`src/rtl/sram_access_pkg.sv`:
```
// Shared types and helpers for the SRAM access controller.
// Width codes follow the CPU memory-stage encoding; 2'b11 behaves as a word.
package sram_access_pkg;

   localparam int NB = 4;

   localparam logic [1:0] W_BYTE = 2'b00;
   localparam logic [1:0] W_HALF = 2'b01;
   localparam logic [1:0] W_WORD = 2'b10;

   typedef enum logic [1:0] {
      IDLE,
      RD_SPLIT,
      RD_LAST,
      WR_SPLIT
   } state_t;

   // An access needs two RAM beats when it runs past byte lane 3.
   function automatic logic is_split(input logic [1:0] off, input logic [1:0] width);
      case (width)
         W_BYTE:  return 1'b0;
         W_HALF:  return off == 2'd3;
         W_WORD:  return off != 2'd0;
         default: return off != 2'd0;
      endcase
   endfunction

endpackage

```
`src/rtl/sram_lane_shifter.sv`:
```
// Byte-lane alignment for one direction: store data is shifted left into lanes,
// load data is shifted right out of a two-word window and sign/zero extended.
module sram_lane_shifter
   import sram_access_pkg::*;
#(
   parameter bit LOAD = 1'b0
) (
   input  logic [1:0]        off,
   input  logic [1:0]        width,
   input  logic              sign_ext,
   input  logic [2*NB*8-1:0] din,
   output logic [2*NB*8-1:0] dout,
   output logic [2*NB-1:0]   lanes
);

   logic [2*NB-1:0] mask;
   logic [31:0]     shr;
   logic [31:0]     ext;

   always_comb begin
      mask = 8'h0F;
      case (width)
         W_BYTE:  mask = 8'h01;
         W_HALF:  mask = 8'h03;
         default: mask = 8'h0F;
      endcase
      lanes = mask << off;

      shr = 32'(din >> {off, 3'b000});
      ext = shr;
      case (width)
         W_BYTE:  ext = {{24{sign_ext & shr[7]}}, shr[7:0]};
         W_HALF:  ext = {{16{sign_ext & shr[15]}}, shr[15:0]};
         default: ext = shr;
      endcase

      dout = LOAD ? {32'b0, ext} : (din << {off, 3'b000});
   end

endmodule

```
`src/rtl/sram_access_ctrl.sv`:
```
// Turns byte-addressed CPU loads/stores into word beats on a single-port RAM,
// splitting accesses that cross a word boundary into two consecutive beats.
module sram_access_ctrl
   import sram_access_pkg::*;
#(
   parameter int ADDR_WIDTH = 14,
   parameter int DATA_WIDTH = 32,
   parameter int EXT_WIDTH  = 1
) (
   input  logic                            clk,
   input  logic                            sync_reset,
   input  logic                            mem_req,
   input  logic                            mem_we,
   input  logic [ADDR_WIDTH+1:0]           mem_addr,
   input  logic [1:0]                      mem_width,
   input  logic                            mem_sign_ext,
   input  logic [DATA_WIDTH-1:0]           mem_wdata,
   input  logic [EXT_WIDTH-1:0]            mem_wext,
   output logic                            mem_ready,
   output logic                            mem_done,
   output logic [DATA_WIDTH-1:0]           mem_rdata,
   output logic [EXT_WIDTH-1:0]            mem_rext,
   output logic [ADDR_WIDTH-1:0]           ram_addr,
   output logic [EXT_WIDTH+DATA_WIDTH-1:0] ram_din,
   output logic [NB-1:0]                   ram_write_en,
   input  logic [EXT_WIDTH+DATA_WIDTH-1:0] ram_dout
);

   state_t                state, state_nxt;
   logic                  accept, req_split;
   logic [ADDR_WIDTH-1:0] addr_q, addr_inc;
   logic [1:0]            off_q, width_q;
   logic                  sign_q, split_q;
   logic [EXT_WIDTH-1:0]  wext_q;
   logic [31:0]           hi_q, buf_q;
   logic [NB-1:0]         hi_lanes_q;
   logic [63:0]           st_dout, ld_din, ld_dout;
   logic [2*NB-1:0]       st_lanes, ld_lanes;
   logic                  unused_ld;

   assign mem_ready = (state == IDLE) & ~sync_reset;
   assign accept    = mem_req & mem_ready;
   assign req_split = is_split(mem_addr[1:0], mem_width);
   assign addr_inc  = addr_q + ADDR_WIDTH'(1);
   assign ld_din    = {ram_dout[31:0], split_q ? buf_q : ram_dout[31:0]};
   assign unused_ld = &{1'b0, ld_dout[63:32], ld_lanes};

   sram_lane_shifter #(.LOAD(1'b0)) u_st_shift (
      .off      (mem_addr[1:0]),
      .width    (mem_width),
      .sign_ext (1'b0),
      .din      ({32'b0, mem_wdata}),
      .dout     (st_dout),
      .lanes    (st_lanes)
   );

   sram_lane_shifter #(.LOAD(1'b1)) u_ld_shift (
      .off      (off_q),
      .width    (width_q),
      .sign_ext (sign_q),
      .din      (ld_din),
      .dout     (ld_dout),
      .lanes    (ld_lanes)
   );

   always_comb begin
      state_nxt    = state;
      ram_addr     = '0;
      ram_din      = '0;
      ram_write_en = '0;
      case (state)
         IDLE: begin
            if (accept) begin
               ram_addr = mem_addr[ADDR_WIDTH+1:2];
               if (mem_we) begin
                  ram_din      = {mem_wext, st_dout[31:0]};
                  ram_write_en = st_lanes[NB-1:0];
                  state_nxt    = req_split ? WR_SPLIT : IDLE;
               end else begin
                  state_nxt = req_split ? RD_SPLIT : RD_LAST;
               end
            end
         end
         RD_SPLIT: begin
            ram_addr  = addr_inc;
            state_nxt = RD_LAST;
         end
         RD_LAST: begin
            ram_addr  = split_q ? addr_inc : addr_q;
            state_nxt = IDLE;
         end
         WR_SPLIT: begin
            ram_addr = addr_inc;
            ram_din  = {wext_q, hi_q};
            // Beat 1 is already in the RAM; a reset here only drops beat 2.
            if (!sync_reset) ram_write_en = hi_lanes_q;
            state_nxt = IDLE;
         end
         default: state_nxt = IDLE;
      endcase
   end

   always_ff @(posedge clk) begin
      if (sync_reset) begin
         state     <= IDLE;
         mem_done  <= 1'b0;
         mem_rdata <= '0;
         mem_rext  <= '0;
      end else begin
         state    <= state_nxt;
         mem_done <= 1'b0;
         case (state)
            IDLE:     if (accept && mem_we && !req_split) mem_done <= 1'b1;
            WR_SPLIT: mem_done <= 1'b1;
            RD_LAST: begin
               mem_done  <= 1'b1;
               mem_rdata <= ld_dout[31:0];
               mem_rext  <= ram_dout[DATA_WIDTH +: EXT_WIDTH];
            end
            default: ;
         endcase
      end
   end

   always_ff @(posedge clk) begin
      if (accept) begin
         addr_q     <= mem_addr[ADDR_WIDTH+1:2];
         off_q      <= mem_addr[1:0];
         width_q    <= mem_width;
         sign_q     <= mem_sign_ext;
         split_q    <= req_split;
         wext_q     <= mem_wext;
         hi_q       <= st_dout[63:32];
         hi_lanes_q <= st_lanes[2*NB-1:NB];
      end
      if (state == RD_SPLIT) buf_q <= ram_dout[31:0];
   end

endmodule

```
`config.mk`:
```
export PLATFORM = sky130hd
export DESIGN_NAME = sram_access_ctrl
export DESIGN_NICKNAME = d
export VERILOG_FILES = /design/src/rtl/sram_access_pkg.sv /design/src/rtl/sram_lane_shifter.sv /design/src/rtl/sram_access_ctrl.sv
export SDC_FILE = /design/constraint.sdc
export NUM_CORES = 1
export LEC_CHECK = 0
export BUFFER_PORTS_ARGS = -buffer_cell sky130_fd_sc_hd__buf_4
export CORE_MARGIN = 3
export CORE_UTILIZATION = 54
export CTS_BUF_LIST = sky130_fd_sc_hd__clkbuf_2 sky130_fd_sc_hd__clkbuf_4 sky130_fd_sc_hd__clkbuf_8
export DETAILED_ROUTE_END_ITERATION = 7
export GPL_TIMING_DRIVEN = 0
export PLACE_DENSITY = 0.93
export SETUP_SLACK_MARGIN = 0.05
export SLEW_MARGIN = 10
export SYNTH_ARGS = -nofsm -noshare
export SYNTH_HDL_FRONTEND = slang
export SYNTH_SLANG_ARGS = --single-unit
```
`constraint.sdc`:
```
create_clock -name clk -period 4.3 [get_ports clk]
set_clock_uncertainty 0.05 [all_clocks]
set_input_delay 0.215 -clock clk [delete_from_list [all_inputs] [get_ports clk]]
set_output_delay 0.215 -clock clk [all_outputs]
set_load 0.02 [all_outputs]
```
==> flow_metrics.env, run 1 <==
export IMPL_status="finished, final reports clean"
export IMPL_row_count=40
export IMPL_firstDrtPassIters=5
export IMPL_synthArstFlopShare_pct=0
export IMPL_cp_max_fo=10
export IMPL_core_um2=12100
export IMPL_synth_compound_area_share_pct=16.9
export IMPL_post_route_period_util_pct=76.5
export IMPL_grt_max_degree=28
export IMPL_critical_path_arrival_ps=3030
export IMPL_critPathCaptureType="primary output"
export IMPL_clockBufferDepth=2
export IMPL_htree_levels=4
export IMPL_cts_tree="built"
export IMPL_path_class="reg -> out"
export IMPL_crit_chain="inv_1 -> ha_1 -> or3_1 -> clkbuf_1 -> nor3_2 -> a22o_1 -> buf_4"
export IMPL_dp_hpwl_um=14300
export IMPL_total_leakage_power_nw=3.70
export IMPL_cts_sinks=116
export IMPL_syn_nets=718
export IMPL_die_x_um=117
export IMPL_antenna_found_initial=0
export IMPL_diodes=0
export IMPL_cts_resized=0
export IMPL_crit_family="simple AND/OR/NAND/NOR gates"
export IMPL_tightest_slew_ps=800
export IMPL_synth_top_family_by_area="multiplexers"
export IMPL_multi_input_area_um2=3320
export IMPL_regArea_um2=3120
export IMPL_worst_hold_path_type="in -> reg"
export IMPL_fin_area_um2=9250
export IMPL_grt_pass1_vias=6516
export IMPL_grt_usage_pct=31.1
export IMPL_finalSetupViolations=0
export IMPL_ys_warn_count=0
export IMPL_drc=0
export IMPL_avgSynthCellArea_um2=10.7
export IMPL_tns_ps=0
export IMPL_max_clock_freq_ghz=0.304
export IMPL_dp_cells=967
export IMPL_grt_pass1_wl_um=34100
export IMPL_final_layout_size_suffix_gt1_share_pct=33.6
export IMPL_viasPerCell=6.16
export IMPL_powerDensity_nw_per_um2=339
export IMPL_ant_nets=0
export IMPL_synthToLayoutAreaGrowth_pct=38.1
export IMPL_syn_area_um2=6700
export IMPL_cp_buffers_inverters=3
export IMPL_start_util_pct=55.5
export IMPL_vias=6508
export IMPL_yosys_most_used_dff="edfxtp_1"
export IMPL_synth_cells=623
export IMPL_fin_nets=970
export IMPL_slowest_stage="nor3_2"
export IMPL_synth_edff_count=80
export IMPL_hold_slack_ps=35.4
export IMPL_rsz0062_at_grt="false"
export IMPL_clk_latency_ps=460
export IMPL_synthSimpleGateAreaFrac_pct=12.3
export IMPL_postLayoutSetupSlackWorst_ps=1010
export IMPL_layoutNonFillerInstCount=1056
export IMPL_synth_adder_area_share_pct=1.12
export IMPL_fillers=767
export IMPL_critical_path_max_stage_delay_ps=660
export IMPL_synth_distinct_cells=57
export IMPL_drt_iter0_drc=846
export IMPL_die_area_um2=13800
export IMPL_finalCriticalPeriod_ps=3290
export IMPL_num_io_pins=175
export IMPL_synth_xor_xnor_area_share_pct=0.523
export IMPL_irDropWorstVdd_uv=206
export IMPL_synthMuxAreaShare_pct=18.7
export IMPL_wirelength_um=21800
export IMPL_wl_per_cell_um=20.6
export IMPL_yosysSeqAreaShare_pct=46.6
export IMPL_root_buffer="clkbuf_8"
export IMPL_fp_dieH_um=117
export IMPL_overflow=0
export IMPL_slew_viol_final=0
export IMPL_slew_headroom_pct=46.7
export IMPL_startpoint_type="flip-flop"
export IMPL_place_congestion=0.937
export IMPL_clkTransAtPathRegs_ps=80
export IMPL_dp_slack_ps=1560
export IMPL_drv_cap=0
export IMPL_port_buffer_count=174
export IMPL_dpl_cell_area_um2=8260
export IMPL_crit_required_ps=4030
export IMPL_ys_ff_latch=116
export IMPL_hold_viol=0
export IMPL_cts_buffers=17
-- what timing repair did --
action | CTS | global route
buffers inserted | 0 | 0
hold endpoints to repair | 57 | 0
hold buffers | 57 | 0
-- kinds of logic (layout without fill, tap and decap cells) --
group / after synthesis / in the layout
simple gates: 187 / 187
mux: 97 / 97
fa+ha+maj: 6 / 6
compound gates: 153 / 153
buf+inv: 60 / 325
flops: 116 / 116
xor+xnor: 4 / 4
-- cells in the mapped netlist (7+ instances only) --
library cell   n  area [µm²]
a21oi_1       21         105
mux4_2        18         405
nor3_1         7        35.0
a211oi_1      28         210
clkbuf_1      34         128
nor2_1        71         267
o21ai_0       34         170
buf_1          7        26.3
o211ai_1       7        52.6
nand2_1       67         251
a22o_1        21         184
mux2i_1       37         370
and3_1        14        87.6
inv_1          7        26.3
mux2_2        41         462
dfxtp_1       36         721
edfxtp_1      80        2400
buf_2          8        40.0
a211oi_2      10         125
-- layout make-up --
type                    instances  area share [%]
multi-input cells             447            35.9
flip-flops and latches        116            33.8
repair buffers                233            20.8
clock buffers                  19            2.76
plain buffers                  52            2.46
well taps                     168            2.27
clock inverters                13            1.68
inverters                       8           0.325
-- stage by stage --
| stage | power (mW) | util, % |
|---|---|---|
| after global placement | 1.98 | 68.1 |
| final | 3.13 | 76.6 |
| after floorplan | 1.73 | - |
| after CTS | 3.10 | 76.6 |
| after global routing | 3.23 | 76.6 |
| after detailed placement | 2.00 | 68.5 |
-- registers in the layout, indices dropped and copies added, names as in the netlist --
signal      cells
addr_q         14
buf_q          32
hi_lanes_q      3
hi_q           24
mem_done        1
mem_rdata      32
mem_rext        1
off_q           2
sign_q          1
split_q         1
state           2
wext_q          1
width_q         2
-- worst min-delay path, cell delays in order --
cell and delay (ps):
buf_4 90, nand2_1 40, o21ai_0 80
-- power breakdown --
group | switching (mW) | internal, mW
Sequential | 0.0394 | 1.28
Clock | 0.489 | 0.593
Combinational | 0.406 | 0.328
-- layer usage --
| metal | track usage, % | vias up | share of wire, % |
|---|---|---|---|
| li1 | - | 2872 | - |
| met1 | 38.4 | 3069 | 38 |
| met2 | 51.5 | 487 | 49 |
| met3 | 7.96 | 80 | 10 |
| met4 | 14.0 | 0 | 3.2 |
| met5 | 0 | - | 0 |
-- layout by cell type, fill, tap and decap left out, types with 5 or more instances in the layout --
cell type,n
a211oi_1,28
a22o_1,21
a21oi_1,21
a211oi_2,10
ha_1,5
nor2b_1,5
o21ai_0,34
buf_2,8
o211ai_1,7
dlygate4sd3_1,57
inv_1,7
dfxtp_1,36
nor2_1,71
nor3_1,7
mux4_2,18
nand2_1,67
buf_1,7
buf_4,174
and3_1,14
mux2_2,41
mux2i_1,37
clkbuf_1,34
clkbuf_8,18
edfxtp_1,80
-- path summary, 6_finish.rpt --
kind / from / end / slack [ps] / cells past startpoint
min reg2reg: mem_rdata[3] / mem_rdata[3] / 440 / 2
max reg2reg: split_q / mem_rdata[20] / 1840 / 7
min: mem_wdata[28] / hi_q[4] / 40 / 3
max: state[0] / ram_din[2] / 1010 / 7
(Power assumes the default switching activity.)
==> inputs of run 2 (changes only) <==
clock period = 3.15 ns   (was 4.3 ns; I/O delays follow)
==> run 2 against run 1 <==
  * Via count up 2.0%
  * Core utilization grew 1.2 points
  * Clock-buffer cell count did not move
  * First-iteration DRC count decreased by 5.7%
  * Final area increased by 1.6%
  * Largest cell class unchanged
  * Sequential cell count did not move
  * Global-route usage up 0.74 points
  * Critical path type is now in -> out
  * Final cell count rose by 1.0%
  * Power rose by 37%
==> flow_metrics.env, run 2 (synthesis gave the netlist of run 1 again) <==
export IMPL_ant_nets=0
export IMPL_row_count=40
export IMPL_power_switching_mw=1.28
export IMPL_utilization_pct=77.9
export IMPL_netSwitchingFraction_pct=29.9
export IMPL_clkTransAtPathRegs_ps=80
export IMPL_dp_slack_ps=468
export IMPL_slowest_stage="dlygate4sd3_1"
export IMPL_cts_sinks=116
export IMPL_drc=0
export IMPL_antenna_found_initial=0
export IMPL_cts_tree="built"
export IMPL_cp_max_fo=8
export IMPL_hold_viol=0
export IMPL_overflow=0
export IMPL_place_congestion=0.937
export IMPL_critPathCaptureType="primary output"
export IMPL_drv_cap=0
export IMPL_num_io_pins=175
export IMPL_slew_viol_final=0
export IMPL_combPwrFrac_pct=23.8
export IMPL_critPathMostFrequentCell="buf_4"
export IMPL_root_buffer="clkbuf_8"
export IMPL_status="finished, final reports clean"
export IMPL_top_regs="buf_q x32, mem_rdata x32, hi_q x24"
export IMPL_most_common_layout_cells="174 x buf_4, 80 x edfxtp_1, 69 x nor2_1"
export IMPL_grt_max_degree=28
export IMPL_fin_area_um2=9390
export IMPL_postLayoutSetupSlackWorst_ps=142
export IMPL_fp_dieH_um=117
export IMPL_htree_levels=4
export IMPL_tightest_slew_ps=796
export IMPL_dpl_cell_area_um2=8260
export IMPL_critical_path_max_stage_delay_ps=540
export IMPL_slew_headroom_pct=46.9
export IMPL_critical_path_arrival_ps=2800
export IMPL_post_route_period_util_pct=95.5
export IMPL_drt_iter0_drc=798
export IMPL_clockPowerShare_pct=34.3
export IMPL_final_common_cell="buf_4"
export IMPL_die_area_um2=13800
export IMPL_cts_buffers=17
export IMPL_powerDensity_nw_per_um2=457
export IMPL_irDropWorstVdd_uv=296
export IMPL_finalCriticalPeriod_ps=3010
export IMPL_synthToLayoutAreaGrowth_pct=40.3
export IMPL_crit_required_ps=2940
export IMPL_final_layout_size_suffix_gt1_share_pct=33.8
export IMPL_firstDrtPassIters=7
export IMPL_clockBufferDepth=2
export IMPL_grt_pass1_vias=6638
export IMPL_port_buffer_count=174
export IMPL_grt_usage_pct=31.8
export IMPL_worst_hold_path_type="in -> reg"
export IMPL_wl_per_cell_um=21.0
export IMPL_wirelength_um=22400
export IMPL_dp_hpwl_um=14300
export IMPL_viasPerCell=6.22
export IMPL_vias=6639
export IMPL_grt_pass1_wl_um=34900
export IMPL_p_int_mw=3.01
export IMPL_finalSetupViolations=0
export IMPL_path_class="in -> out"
export IMPL_die_x_um=117
export IMPL_total_leakage_power_nw=3.77
export IMPL_fin_nets=981
export IMPL_diodes=0
export IMPL_startpoint_type="input pin"
export IMPL_p_seq_share_pct=41.9
export IMPL_core_um2=12100
export IMPL_rsz0062_at_grt="false"
export IMPL_clk_latency_ps=460
export IMPL_start_util_pct=55.5
export IMPL_max_clock_freq_ghz=0.332
export IMPL_crit_chain="dlygate4sd3_1 -> buf_4 -> clkbuf_1 -> clkinv_1 -> nor2_1 -> a21oi_1 -> o21ai_0 -> buf_4"
## run 2: power groups by stage
stage / clock network [mW] / registers [mW] / logic (mW)
CTS: 1.46 / 1.80 / 0.984
global placement: 0 / 1.83 / 0.876
global route: 1.52 / 1.81 / 1.08
floorplan: 0 / 1.86 / 0.502
finish: 1.47 / 1.80 / 1.02
detailed placement: 0 / 1.83 / 0.907
## run 2: worst paths after layout
kind / start / endpoint / slack, ps / depth (start not counted)
worst max-delay path: mem_addr[1] / ram_din[16] / 140 / 8
worst min-delay path: mem_wdata[20] / hi_q[12] / 20 / 3
worst max register to register: split_q / mem_rdata[20] / 670 / 7
worst min register to register: mem_rdata[3] / mem_rdata[3] / 440 / 2
## run 2: final cells by class
| class | instances | area (µm²) |
|---|---|---|
| clock inverters | 13 | 155 |
| flip-flops and latches | 116 | 3120 |
| fillers | 733 | 2670 |
| multi-input cells | 447 | 3340 |
| well taps | 168 | 210 |
| clock buffers | 19 | 255 |
| plain buffers | 51 | 230 |
| inverters | 8 | 30.0 |
| repair buffers | 245 | 2050 |
## run 2: repair_timing
item | in CTS | in global routing
pin swaps | 0 | 1
endpoints found under the hold margin | 76 | 0
resized for setup | 2 | 9
setup endpoints to repair | 17 | 29
buffers inserted | 0 | 1
hold buffers | 68 | 0
## run 2: per-stage QoR
step	power (mW)	cells	hold slack [ps]	TNS (ps)
finish	4.30	1067	24.5	0
global route	4.42	1067	27.9	0
CTS	4.24	1067	3.30	0
detailed placement	2.73	967	297	0
global placement	2.70	965	294	-831
floorplan	2.36	623	206	0
## run 2: layer usage
layer  track usage (%)  wire, µm  up-vias
met2              53.3     10900      517
met5                 0         0        -
met3              7.81      2270       96
li1                  -         -     2901
met1              38.8      8340     3125
met4              15.0       854        0
## run 2: worst max-delay path: cells and delay by family
| kind | cells | cell delay [ps] |
|---|---|---|
| buffers and inverters | 5 | 1640 |
| AOI/OAI and AO/OA | 2 | 480 |
| and+or+nand+nor | 1 | 520 |
